`src/rtl/lcd_pkg.sv`:
```
// Shared definitions for the memory-mapped HD44780 LCD register: FSM states,
// register bit positions and the phase-timer width/load helper.
package lcd_pkg;

  typedef enum logic [2:0] {
    IDLE  = 3'd0,
    SETUP = 3'd1,
    PULSE = 3'd2,
    HOLD  = 3'd3,
    WAIT  = 3'd4
  } lcd_state_e;

  localparam int LCD_ON_BIT   = 31;
  localparam int LCD_REQ_BIT  = 30;
  localparam int LCD_BLON_BIT = 29;
  localparam int LCD_RS_BIT   = 9;
  localparam int LCD_DATA_LSB = 0;

  localparam int TIMER_W = 17;

  // A phase of n cycles loads n-1; a zero-length phase still lasts one cycle.
  function automatic logic [TIMER_W-1:0] cyc_load(input int n);
    if (n <= 1) return '0;
    return TIMER_W'(n - 1);
  endfunction

endpackage

```
`src/rtl/lcd_timer.sv`:
```
// Loadable down-counter used to time each bus phase; o_zero marks the last
// cycle of the current phase.
module lcd_timer
  import lcd_pkg::*;
(
  input  logic               i_clk,
  input  logic               i_reset,
  input  logic               i_load,
  input  logic [TIMER_W-1:0] i_value,
  output logic               o_zero
);

  logic [TIMER_W-1:0] count_q;
  logic [TIMER_W-1:0] count_d;

  always_comb begin
    count_d = count_q;
    if (i_load) begin
      count_d = i_value;
    end else if (count_q != '0) begin
      count_d = count_q - 1'b1;
    end
  end

  always_ff @(posedge i_clk or negedge i_reset) begin
    if (!i_reset) begin
      count_q <= '0;
    end else begin
      count_q <= count_d;
    end
  end

  assign o_zero = (count_q == '0);

endmodule

```
`src/rtl/lcd_hd44780_ctrl.sv`:
```
// Turns each REQ toggle of the LCD register into one timed HD44780 write cycle
// and reports completion through the ack toggle and busy flag.
module lcd_hd44780_ctrl
  import lcd_pkg::*;
#(
  parameter int T_SETUP_CYC = 2,
  parameter int T_EN_CYC    = 12,
  parameter int T_HOLD_CYC  = 1,
  parameter int T_EXEC_CYC  = 2000,
  parameter int T_LONG_CYC  = 82000
) (
  input  logic        i_clk,
  input  logic        i_reset,
  input  logic [31:0] i_lcd_word,
  output logic        o_lcd_busy,
  output logic        o_lcd_ack,
  output logic        o_lcd_on,
  output logic        o_lcd_blon,
  output logic        o_lcd_rs,
  output logic        o_lcd_rw,
  output logic        o_lcd_en,
  output logic [7:0]  o_lcd_data,
  output lcd_state_e  o_dbg_state
);

  // Request/ack protocol: a request is pending while REQ differs from ack and
  // ON is set; completion (or abort) makes ack equal REQ on the same edge.
  lcd_state_e         state_q, state_d;
  logic               rs_q, rs_d;
  logic [7:0]         data_q, data_d;
  logic               long_q, long_d;
  logic               ack_q, ack_d;
  logic               en_q, en_d;
  logic               busy_q, busy_d;
  logic               tmr_load;
  logic [TIMER_W-1:0] tmr_value;
  logic               tmr_zero;

  logic on, req;
  assign on  = i_lcd_word[LCD_ON_BIT];
  assign req = i_lcd_word[LCD_REQ_BIT];

  logic unused_word_bits;
  assign unused_word_bits = ^{i_lcd_word[28:10], i_lcd_word[8]};

  lcd_timer u_timer (
    .i_clk   (i_clk),
    .i_reset (i_reset),
    .i_load  (tmr_load),
    .i_value (tmr_value),
    .o_zero  (tmr_zero)
  );

  always_comb begin
    state_d   = state_q;
    rs_d      = rs_q;
    data_d    = data_q;
    long_d    = long_q;
    ack_d     = ack_q;
    tmr_load  = 1'b0;
    tmr_value = '0;
    unique case (state_q)
      IDLE: begin
        if (!on) begin
          ack_d = req;
        end else if (req != ack_q) begin
          rs_d      = i_lcd_word[LCD_RS_BIT];
          data_d    = i_lcd_word[LCD_DATA_LSB +: 8];
          long_d    = !rs_d && (data_d[7:2] == 6'd0) && (data_d != 8'd0);
          state_d   = SETUP;
          tmr_load  = 1'b1;
          tmr_value = cyc_load(T_SETUP_CYC);
        end
      end
      SETUP: if (tmr_zero) begin
        state_d   = PULSE;
        tmr_load  = 1'b1;
        tmr_value = cyc_load(T_EN_CYC);
      end
      PULSE: if (tmr_zero) begin
        state_d   = HOLD;
        tmr_load  = 1'b1;
        tmr_value = cyc_load(T_HOLD_CYC);
      end
      HOLD: if (tmr_zero) begin
        state_d   = WAIT;
        tmr_load  = 1'b1;
        tmr_value = long_q ? cyc_load(T_LONG_CYC) : cyc_load(T_EXEC_CYC);
      end
      WAIT: if (tmr_zero) begin
        state_d = IDLE;
        ack_d   = ~ack_q;
      end
      default: state_d = IDLE;
    endcase
    // Power-off aborts any phase; ack absorbs the request so nothing replays.
    if (state_q != IDLE && !on) begin
      state_d  = IDLE;
      ack_d    = req;
      tmr_load = 1'b0;
    end
    en_d   = (state_d == PULSE);
    busy_d = (state_d != IDLE) || (on && (req != ack_d));
  end

  always_ff @(posedge i_clk or negedge i_reset) begin
    if (!i_reset) begin
      state_q <= IDLE;
      rs_q    <= 1'b0;
      data_q  <= 8'd0;
      long_q  <= 1'b0;
      ack_q   <= 1'b0;
      en_q    <= 1'b0;
      busy_q  <= 1'b0;
    end else begin
      state_q <= state_d;
      rs_q    <= rs_d;
      data_q  <= data_d;
      long_q  <= long_d;
      ack_q   <= ack_d;
      en_q    <= en_d;
      busy_q  <= busy_d;
    end
  end

  assign o_lcd_busy  = busy_q;
  assign o_lcd_ack   = ack_q;
  assign o_lcd_on    = on;
  assign o_lcd_blon  = i_lcd_word[LCD_BLON_BIT];
  assign o_lcd_rs    = rs_q;
  assign o_lcd_rw    = 1'b0;
  assign o_lcd_en    = en_q;
  assign o_lcd_data  = data_q;
  assign o_dbg_state = state_q;

endmodule

```
`config.mk`:
```
export PLATFORM = sky130hd
export DESIGN_NAME = lcd_hd44780_ctrl
export DESIGN_NICKNAME = d
export VERILOG_FILES = /design/src/rtl/lcd_pkg.sv /design/src/rtl/lcd_timer.sv /design/src/rtl/lcd_hd44780_ctrl.sv
export SDC_FILE = /design/constraint.sdc
export NUM_CORES = 1
export LEC_CHECK = 0
export BUFFER_PORTS_ARGS = -buffer_cell sky130_fd_sc_hd__clkbuf_2
export CORE_MARGIN = 5
export CORE_UTILIZATION = 55
export CTS_CLUSTER_DIAMETER = 40
export CTS_CLUSTER_SIZE = 16
export DETAILED_ROUTE_END_ITERATION = 12
export HOLD_SLACK_MARGIN = 0.02
export PLACE_DENSITY = 0.84
export SYNTH_ARGS = -nofsm -noshare
export SYNTH_HDL_FRONTEND = slang
export SYNTH_SLANG_ARGS = --single-unit
export TNS_END_PERCENT = 1
```
`constraint.sdc`:
```
create_clock -name i_clk -period 5.3 [get_ports i_clk]
set_input_delay 0.53 -clock i_clk [delete_from_list [all_inputs] [get_ports i_clk]]
set_output_delay 0.53 -clock i_clk [all_outputs]
set_load 0.005 [all_outputs]
```
; Word level (Yosys, flattened, before mapping)
; Index checks and enable logic that the tools add are counted.
[word_totals]
word_cells = 59
out_inout_bits = 18
input_bits = 34
register_bits = 33
[classes]
n_bitwise = 1
reduce_logical = 17
muxes = 25
n_addsub = 1
eq_ne = 7
[op_table]
columns = operator, count
row1 = $mux 17, 4
row2 = $pmux 17 s3, 1
row3 = $mux 3, 7
row4 = $logic_not 17->1, 1
row5 = $reduce_bool 17->1, 1
row6 = $sub 17x1->17 const B, 1
row7 = $pmux 3 s5, 1
row8 = $eq 3x2->1 const B, 3
row9 = $mux 1, 9
row10 = $reduce_bool 8->1, 1
row11 = $logic_not 6->1, 1
row12 = $reduce_bool 3->1, 2
row13 = $logic_and 1x1->1, 4
row14 = $mux 4, 1
row15 = $pmux 1 s2, 2
row16 = $eq 3x1->1 const B, 1
row17 = $eq 3x3->1 const B, 1
row18 = $logic_not 3->1, 1
row19 = $reduce_and 3->1, 1
row20 = $reduce_or 3->1, 1
row21 = $logic_not 1->1, 2
row22 = $ne 1x1->1, 2
row23 = $reduce_bool 2->1, 1
row24 = $logic_or 1x1->1, 1
row25 = $not 1->1, 1

; Depth between registers and ports, before layout
; Gate-level depths: netlist of run 1.
[depth]
word_depth = 7
ltp_mapped = 7
mapped_depth_nobuf = 6

; Cells and area by module
; From an unflattened synthesis of run 1, not the netlist that was laid out.
[unflattened]
hier_cells = 178
area_unflattened_um2 = 1860.5
[by_module_without_submodules]
columns = module, cells_per_inst, area_per_inst_um2, instances, seq_area_each_um2
row1 = lcd_timer, 109, 1033.5, 1, 425.4
row2 = lcd_hd44780_ctrl, 69, 827.0, 1, 400.4

; Least setup slack after synthesis of run 1
; OpenSTA, ideal clock, no wires.
[synth_path]
kind = register to register
start = reg u_timer.count_q[12]
end = reg ack_q (netlist: o_lcd_ack)
t_arrival_ps = 2236
n_path_buf = 2
synth_period_minus_slack_ps = 2318
setup_time_ps = 82
required_ps = 5218
setup_slack_ps = 2982
path_stages_with_launch = 7
path_cell_list = dfrtp_1 > or4_4 > buf_6 > or4_4 > buf_6 > or4_1 > a31oi_1
[synth_via]
elab_chain_len = 4
[synth_lines]
columns = item, line
row1 = start: declaration, lcd_timer.sv:13  ; logic [TIMER_W-1:0] count_q;
row2 = start signal: assignment, lcd_timer.sv:29  ; count_q <= count_d;
row3 = $logic_not 17->1, lcd_timer.sv:33  ; assign o_zero = (count_q == '0);
row4 = $mux 1, lcd_hd44780_ctrl.sv:90  ; WAIT: if (tmr_zero) begin
row5 = $pmux 1 s2, lcd_hd44780_ctrl.sv:62  ; unique case (state_q)
row6 = $mux 1, lcd_hd44780_ctrl.sv:97  ; if (state_q != IDLE && !on) begin
row7 = named net ack_d, lcd_hd44780_ctrl.sv:32  ; logic ack_q, ack_d;
row8 = end signal: assignment, lcd_hd44780_ctrl.sv:120  ; ack_q <= ack_d;
row9 = end: declaration, lcd_hd44780_ctrl.sv:32
; The timed path passes the listed nets, and every way through them passes these cells.
; A chain may end at the register's enable or synchronous reset.

; Worst setup path after layout of run 1
[layout_path]
start = reg u_timer.count_q[11]
end = reg u_timer.count_q[6]
[layout_via]
elab_chain_len = 5
word_cells_on_any_way = 9
cone_classes = mux: 6 / reduce/logical: 3
[layout_lines]
columns = item, line
row1 = $logic_not 17->1, lcd_timer.sv:33
row2 = $mux 1, "lcd_hd44780_ctrl.sv:75, lcd_hd44780_ctrl.sv:80, lcd_hd44780_ctrl.sv:85"
row3 = $pmux 1 s2, lcd_hd44780_ctrl.sv:62
row4 = $mux 1, lcd_hd44780_ctrl.sv:97
row5 = $mux 17 or $reduce_bool 2->1 (tied branches), n/a
; Parallel ways exist; a longest one is shown, timed or not.

==> results.json, run 1 <==
{
  "status": "complete, no violations",
  "netlist_area_um2": 1789,
  "async_flop_share_pct": 100.0,
  "via_per_inst": 5.836,
  "finalInstanceArea_um2": 1967,
  "fin_skew_ns": 0.007719,
  "pwr-share-clk_pct": 14.9,
  "cts_tree": "done",
  "clk_pin_slew_ns": 0.11,
  "synth_top_family_by_area": "simple AND/OR/NAND/NOR gates",
  "worstPathArrival_ns": 2.63,
  "area_growth_syn_to_layout_pct": 9.930,
  "start_util_pct": 58.13,
  "required_ns": 5.51,
  "grt_first_pass_wirelength_um": 6679,
  "synth_flop_cell": "dfrtp_1",
  "fmax_ghz": 0.4138,
  "die_h_um": 67.04,
  "switching_share_pct": 42.51,
  "track_usage_pct": 19.60,
  "synth_edf_count": 0,
  "wl_per_cell_um": 14.09,
  "maxCapViolCount": 0,
  "ir_drop_uv": 301.1,
  "p_switching_uw": 402.2,
  "rsz0062_at_grt": "false",
  "seq_area_frac_synth_pct": 46.15,
  "period_share_pct": 45.60,
  "path_max_fanout": 9,
  "synth_seq_cells": 33,
  "clkSinkCount": 33,
  "synthAdderAreaFrac_pct": 1.399,
  "final_cells": 269,
  "worst_slew_pin_slew_ns": 0.8064,
  "gp_congestion": 0.8778,
  "yosys.area_share.simple_pct": 27.83,
  "pwr_density_cell_nw_per_um2": 481.0,
  "synthCells": 201,
  "post-dp-hpwl_um": 2688,
  "ios": 52,
  "synth_nets": 237,
  "critPathKind": "reg -> reg",
  "slew_headroom_pct": 45.74,
  "post_cts_buffers": 0,
  "hp-class": "in -> async",
  "ant_nets": 0,
  "antenna_found_initial": 0,
  "synth-xor-area-share_pct": 4.406,
  "grt_max_degree": 34,
  "startpoint_type": "register",
  "diodes": 0,
  "hold_viol": 0,
  "post-route-min-period_ns": 2.417,
  "fp.dieW_um": 67.04,
  "cts_resized": 0,
  "dpl.cell_count": 261,
  "root_buffer": "clkbuf_4",
  "overflow": 0,
  "dieArea_um2": 4494,
  "worst_setup_path_end_kind": "register",
  "p_leak_uw": 0.0008944,
  "fin_tns_setup_ns": 0,
  "slew_violations": 0,
  "p_int_uw": 543.9,
  "yosys.cell_types.count": 41,
  "clkLatencyLatePin_ns": 0.35,
  "p_total_uw": 946.1,
  "drtIter0Drc": 79,
  "wirelength_um": 3789,
  "cts_buffers": 5,
  "nets": 260,
  "setup_viol": 0,
  "cts_hold_buf": 0,
  "syn_area_per_cell_um2": 8.902,
  "grt_pass1_vias": 1519,
  "num_vias": 1570,
  "power_frac_comb_pct": 42.5,
  "synth.area.mux_share_pct": 0,
  "dr.pass1.iters": 4,
  "seqPwrFrac_pct": 42.6,
  "yosysWarningCount": 0,
  "htree_num_levels": 2,
  "synth_compound_area_share_pct": 15.31,
  "cts_buffer_depth": 2,
  "row_count": 20,
  "drive_above_1_share_pct": 18.22,
  "drcViolationCount": 0,
  "placed_cell_area_um2": 1912,
  "core-area_um2": 3078,
  "port_buffers": 28,
  "fin_hold_ws_ns": 0.2498
}
cell usage in the layout (no fill, tap or decap), types with 4 or more instances in the layout:
| master | n |
|---|---|
| a21oi_1 | 9 |
| clkbuf_2 | 28 |
| clkbuf_4 | 5 |
| dfrtp_1 | 33 |
| nand2_1 | 37 |
| nand3_1 | 5 |
| nor2_1 | 12 |
| nor3_1 | 7 |
| nor4_1 | 4 |
| o21ai_0 | 16 |
| o31ai_1 | 6 |
| or3_1 | 5 |
| or4_1 | 7 |
| xnor2_1 | 4 |
| xor2_1 | 5 |
final timing paths:
check,to,cells after the start,from,slack [ns]
max,u_timer.count_q[6],4,u_timer.count_q[11],2.88
max in group asynchronous,u_timer.count_q[13],1,i_reset,4.54
min reg2reg,o_lcd_data[4],2,o_lcd_data[4],0.49
max reg2reg,u_timer.count_q[6],4,u_timer.count_q[11],2.88
min,o_dbg_state[0],1,i_reset,0.25
min in group i_clk,long_q,2,i_lcd_word[5],0.37
sequential cells by signal (all words and copies together), names as in the netlist:
signal,flops
o_lcd_en,1
o_lcd_busy,1
long_q,1
o_lcd_ack,1
o_lcd_rs,1
o_lcd_data,8
u_timer.count_q,17
o_dbg_state,3
power groups by stage:
stage / clock network [uW] / registers (uW) / logic (uW)
5_1_grt: 154 / 415 / 460
3_5_place_dp: 0 / 405 / 399
2_1_floorplan: 0 / 389 / 320
4_1_cts: 142 / 401 / 403
6_report: 141 / 403 / 402
3_3_place_gp: 0 / 402 / 393
area by class of cell:
cell class	count	area, um^2
fill	275	1111
tap	44	55.05
sequential	33	825.8
timing repair buffer	28	140.1
multi-input combinational	153	879.6
clock inverter	3	17.52
clock buffer	5	37.54
inverter	3	11.26
per-stage QoR:
| step | util, % | setup slack (ns) |
|---|---|---|
| floorplan | - | 2.982 |
| global placement | 62.11 | 2.932 |
| detailed placement | 62.11 | 2.870 |
| CTS | 63.90 | 2.845 |
| global route | 63.90 | 2.752 |
| finish | 63.90 | 2.883 |
critical path, cell delays in order (launching register included):
cell     delay [ns]
dfrtp_1        0.45
or4_4          0.60
or4_4          0.51
o21ai_1        0.53
o21ai_0        0.19
cells in the mapped netlist, types with 2 or more instances:
cell type / count / share of area (%)
xnor2_1: 4 / 2.0
or3_1: 5 / 1.7
o211ai_1: 3 / 1.3
nand4b_1: 3 / 1.5
or4_4: 2 / 1.3
nor2b_1: 2 / 0.70
inv_1: 3 / 0.63
buf_4: 3 / 1.3
or4_1: 7 / 2.9
nor3_1: 7 / 2.0
nand4_1: 2 / 0.70
xor2_1: 5 / 2.4
a31oi_1: 3 / 1.0
dfrtp_1: 33 / 46
o21ai_0: 16 / 4.5
nor4_1: 4 / 1.4
nand2_1: 37 / 7.8
buf_6: 2 / 1.3
nand2b_1: 3 / 1.0
clkbuf_1: 6 / 1.3
ha_1: 2 / 1.4
and3_1: 2 / 0.70
a21oi_1: 9 / 2.5
o31ai_1: 6 / 2.5
nand3_1: 5 / 1.4
nor2_1: 12 / 2.5
layer usage:
layer	up-vias	share of wire [%]	wire length (um)	track usage, %
met5	-	0	0	0
met4	0	1.8	67	8.354
met3	9	4.7	179	4.890
met2	45	47	1799	31.66
met1	751	46	1743	24.63
li1	765	-	-	-
cell families after synthesis:
| logic type | after synthesis |
|---|---|
| buffers and inverters | 15 |
| DFF | 33 |
| other | 1 |
| xor gates and xnor gates | 9 |
| and+or+nand+nor | 96 |
| adders and majority gates | 2 |
| AOI/OAI and AO/OA | 45 |
No activity file was read; power rests on OpenSTA's default activity.
==> inputs of run 2 (changes only) <==
Settings changed: CORE_UTILIZATION 55 to 51, PLACE_DENSITY 0.84 to 0.79.
Clock period 5.3 ns to 2.4 ns, I/O delays scaled along.
==> run 2 against run 1 <==
Against the previous run:
- first-iteration DRC count down 16%
- utilization down 2.6 points
- hold slack worse by 0.15 ns
- clock power up 120%
- die area up 6.7%
- total power up 130%
- count of clock-buffer cells in the layout unchanged
- register-to-register slack worse by 2.8 ns
- largest power group is now combinational cells
- highest routed layer unchanged
==> results.json, run 2 (synthesis gave the netlist of run 1 again) <==
{
  "status": "complete, no violations",
  "worst_setup_path_end_kind": "register",
  "slew_headroom_pct": 47.31,
  "post-route-min-period_ns": 2.293,
  "overflow": 0,
  "layout_commonest_cell": "nand2_1",
  "drtIter0Drc": 66,
  "rsz0062_at_grt": "false",
  "gp_congestion": 0.8668,
  "port_buffers": 28,
  "cts_buffer_depth": 2,
  "slew_violations": 0,
  "seq_area_um2": 825.8,
  "ios": 52,
  "antenna_found_initial": 0,
  "ant_nets": 0,
  "drcViolationCount": 0,
  "multi_input_area_um2": 879.6,
  "crit_buf_inv": 0,
  "via_per_inst": 5.640,
  "fp.dieW_um": 69.23,
  "clkSinkCount": 33,
  "grt_pass1_vias": 1602,
  "grt_first_pass_wirelength_um": 7051,
  "row_count": 21,
  "clkLatencyLatePin_ns": 0.33,
  "dr.pass1.iters": 4,
  "fin_tns_setup_ns": 0,
  "path_max_fanout": 6,
  "slowest_delay_ns": 0.56,
  "worstPathArrival_ns": 2.55,
  "htree_num_levels": 2,
  "critPathKind": "reg -> reg",
  "required_ns": 2.65,
  "critPathTopFamily": "simple AND/OR/NAND/NOR gates",
  "die_h_um": 69.23,
  "nets": 272,
  "crit_top_cell": "or4_4",
  "area_growth_syn_to_layout_pct": 15.24,
  "cts_buffers": 5,
  "cp_slowest_cell": "or4_4",
  "path_cells": "or4_4 > or4_4 > or4_1 > a31oi_1",
  "drive_above_1_share_pct": 21.94,
  "wirelength_um": 3914,
  "root_buffer": "clkbuf_4",
  "grt_max_degree": 34,
  "fin_skew_ns": 0.003102,
  "startpoint_type": "register",
  "setup_viol": 0,
  "hold_viol": 0,
  "wl_per_cell_um": 13.83,
  "start_util_pct": 53.20,
  "clk_pin_slew_ns": 0.10,
  "cts_resized": 0,
  "dieArea_um2": 4793,
  "track_usage_pct": 17.64,
  "cp-startpoint": "u_timer.count_q[12]",
  "hp-class": "in -> reg",
  "diodes": 0,
  "post-dp-hpwl_um": 2916,
  "timing.rr.start": "u_timer.count_q[12]",
  "fmax_ghz": 0.4361,
  "largest_register": "u_timer.count_q",
  "pre_cts_slack_ns": 0.1308,
  "pwr_density_cell_nw_per_um2": 1069,
  "p_leak_uw": 0.0009526,
  "fillers": 312,
  "period_share_pct": 95.55,
  "final_cell_mix": "nand2_1 (37), dfrtp_1 (33), clkbuf_2 (28)",
  "worst_slew_pin_slew_ns": 0.7904,
  "largest_register_ffs": 17,
  "worst_slack_ns": 0.1067,
  "worstHoldStart": "i_lcd_word[7]",
  "num_vias": 1596,
  "ir_drop_uv": 610.6,
  "maxCapViolCount": 0,
  "core-area_um2": 3363,
  "cts_tree": "done"
}
## run 2: stage by stage
| step | power, uW | std cells | cell area, um^2 | util, % | hold WS (ns) |
|---|---|---|---|---|---|
| 2_1_floorplan | 1566 | 201 | 1789 | - | -0.05559 |
| 3_3_place_gp | 1875 | 274 | 1997 | 59.38 | 0.3698 |
| 3_5_place_dp | 1897 | 274 | 1997 | 59.38 | 0.3657 |
| 4_1_cts | 2207 | 283 | 2062 | 61.31 | 0.09134 |
| 5_1_grt | 2394 | 283 | 2062 | 61.31 | 0.1003 |
| 6_report | 2205 | 283 | 2062 | 61.31 | 0.1036 |
## run 2: per-layer routing
metal	global-route usage, %	up-vias	wire length (um)
met4	6.508	0	54
met2	29.03	42	1890
li1	-	792	-
met5	0	-	0
met1	22.96	756	1800
met3	3.478	6	169
## run 2: path summary, 6_finish.rpt
check	slack (ns)	depth (start not counted)	end
worst min register to register	0.49	2	o_lcd_data[3]
min in group asynchronous	0.52	2	u_timer.count_q[3]
max in group asynchronous	1.38	2	u_timer.count_q[4]
worst min-delay path	0.10	3	o_lcd_data[7]
worst max-delay path	0.11	4	o_lcd_ack
worst max register to register	0.11	4	o_lcd_ack
## run 2: area by class of cell
type	count	area share [%]
Timing Repair Buffer	40	11.29
Clock buffer	5	1.820
Multi-Input combinational cell	153	42.66
Inverter	3	0.5461
Clock inverter	3	0.8495
Tap cell	46	2.791
Sequential cell	33	40.05
## run 2: worst register-to-register path: stages, from the launching register on
cell	delay, ns
dfrtp_1	0.43
or4_4	0.56
or4_4	0.48
or4_1	0.53
a31oi_1	0.22
## run 2: timing repair
item | in CTS | in global routing
setup endpoints to repair | 0 | 0
setup buffers | 0 | 0
hold buffers | 1 | 0
hold endpoints to repair | 33 | 0
## run 2: report_power, final
part	internal [uW]	switching, uW
Sequential	722	168
Clock	110	197
Combinational	456	552
Total	1290	917
==> inputs of run 3 (changes only) <==
Settings changed: RECOVER_POWER from default to 25, SKIP_LAST_GASP from default to 1.
==> run 3 against run 2 <==
Against the previous run:
- the flow now finishes with violations (max-capacitance violations, max-slew violations)
- setup slack improved by 0.0037 ns
- register-to-register slack barely moved
- hold slack gained 0.0040 ns
- utilization is 0.26 points lower
- total power shrank 0.34%
- clock skew shrank 0.00090 ns
- non-clock buffer count unchanged
- flip-flop and latch count stayed put
- sequential share of layout area grew 0.17 points
- first-iteration DRC count shrank 20%
- largest power group unchanged
==> results.json, run 3 (synthesis gave the netlist of run 1 again) <==
{
  "status": "complete, but fails checks",
  "violations": "max-capacitance violations, max-slew violations",
  "drive_above_1_share_pct": 18.99,
  "row_count": 21,
  "dpl.cell_count": 274,
  "slowest_delay_ns": 0.54,
  "cts_buffers": 5,
  "clkSinkCount": 33,
  "ant_nets": 0,
  "area_growth_syn_to_layout_pct": 14.76,
  "largest_register": "u_timer.count_q",
  "worst_slew_pin_slew_ns": 1.707,
  "clkLatencyLatePin_ns": 0.33,
  "fmax_ghz": 0.4368,
  "dieArea_um2": 4793,
  "hp-class": "in -> reg",
  "maxCapViolCount": 1,
  "wirelength_um": 3914,
  "diodes": 0,
  "post-route-min-period_ns": 2.290,
  "port_buffers": 28,
  "ios": 52,
  "antenna_found_initial": 0,
  "start_util_pct": 53.20,
  "clk_pin_slew_ns": 0.10,
  "worst_setup_path_end_kind": "register",
  "p_leak_uw": 0.0009313,
  "num_vias": 1604,
  "path_max_fanout": 7,
  "grt_first_pass_wirelength_um": 7051,
  "dr.pass1.iters": 4,
  "worstHoldStart": "i_lcd_word[7]",
  "timing.rr.start": "u_timer.count_q[11]",
  "ir_drop_uv": 610.7,
  "nets": 272,
  "grt_pass1_vias": 1602,
  "largest_register_ffs": 17,
  "via_per_inst": 5.668,
  "final_cell_mix": "nand2_1 (37), dfrtp_1 (33), clkbuf_2 (21)",
  "fin_skew_ns": 0.002201,
  "core-area_um2": 3363,
  "die_h_um": 69.23,
  "rsz0062_at_grt": "false",
  "drcViolationCount": 0,
  "required_ns": 2.65,
  "drtIter0Drc": 53,
  "cp_slowest_cell": "or4_4",
  "fin_tns_setup_ns": 0,
  "cts_tree": "done",
  "gp_congestion": 0.8668,
  "path_cells": "or4_4 > or4_4 > or4_1 > a31oi_1",
  "critPathTopFamily": "simple AND/OR/NAND/NOR gates",
  "htree_num_levels": 2,
  "post-dp-hpwl_um": 2916,
  "pwr_density_cell_nw_per_um2": 1070,
  "worstPathArrival_ns": 2.54,
  "period_share_pct": 95.40,
  "worst_slack_ns": 0.1104,
  "hold_viol": 0,
  "overflow": 0,
  "crit_top_cell": "or4_4",
  "track_usage_pct": 17.64,
  "cp-startpoint": "u_timer.count_q[11]",
  "cts_resized": 0,
  "pre_cts_slack_ns": 0.1308,
  "layout_commonest_cell": "nand2_1",
  "startpoint_type": "register",
  "wl_per_cell_um": 13.83,
  "grt_max_degree": 34,
  "slew_violations": 34,
  "critPathKind": "reg -> reg",
  "cts_buffer_depth": 2,
  "crit_buf_inv": 0,
  "fin_hold_ws_ns": 0.1076,
  "fp.dieW_um": 69.23,
  "setup_viol": 0,
  "root_buffer": "clkbuf_4",
  "final_cells": 283,
  "slew_headroom_pct": -13.79
}
==> run 3: cell counts in the layout (fill, tap and decap cells not counted) <==
Identical to the previous run, type by type.
==> run 3: layer usage <==
layer / vias to the layer above / global-route usage, % / wire length (um)
li1: 794 / - / -
met1: 764 / 22.96 / 1795
met2: 40 / 29.03 / 1903
met3: 6 / 3.478 / 163
met4: 0 / 6.508 / 52
met5: - / 0 / 0
==> run 3: path summary, 6_finish.rpt <==
path                                        to  slack [ns]  cells after the start
setup / recovery                     o_lcd_ack        0.11                      4
hold / removal                   o_lcd_data[7]        0.11                      3
setup reg to reg                     o_lcd_ack        0.11                      4
hold reg to reg                  o_lcd_data[3]        0.49                      2
max in group asynchronous   u_timer.count_q[2]        0.53                      2
min in group asynchronous  u_timer.count_q[11]        0.89                      2
==> run 3: power breakdown <==
part | internal, uW | leakage [uW] | total (uW) | switching, uW
clock network | 110 | 0.0000310 | 305 | 195
registers | 722 | 0.000427 | 889 | 168
logic | 450 | 0.000473 | 1000 | 552
==> run 3: stage by stage <==
| step | power [uW] | area [um^2] | util [%] |
|---|---|---|---|
| 2_1_floorplan | 1566 | 1789 | - |
| 3_3_place_gp | 1875 | 1997 | 59.38 |
| 3_5_place_dp | 1897 | 1997 | 59.38 |
| 4_1_cts | 2207 | 2062 | 61.31 |
| 5_1_grt | 2387 | 2053 | 61.05 |
| 6_report | 2197 | 2053 | 61.05 |
==> run 3: layout make-up <==
type,count,area (um^2)
fill,319,1310
multi-input combinational,153,879.6
timing repair buffer,40,224.0
inverter,3,11.26
clock buffer,5,37.54
clock inverter,3,17.52
sequential,33,825.8
tap,46,57.56
==> run 3: worst min-delay path, stage by stage <==
cell	delay [ns]
clkbuf_2	0.09
nand2_1	0.04
nand2_1	0.04
==> run 3: what timing repair did <==
action | in CTS | in global routing
setup buffers | 0 | 0
hold endpoints to repair | 33 | 0
hold buffers | 1 | 0
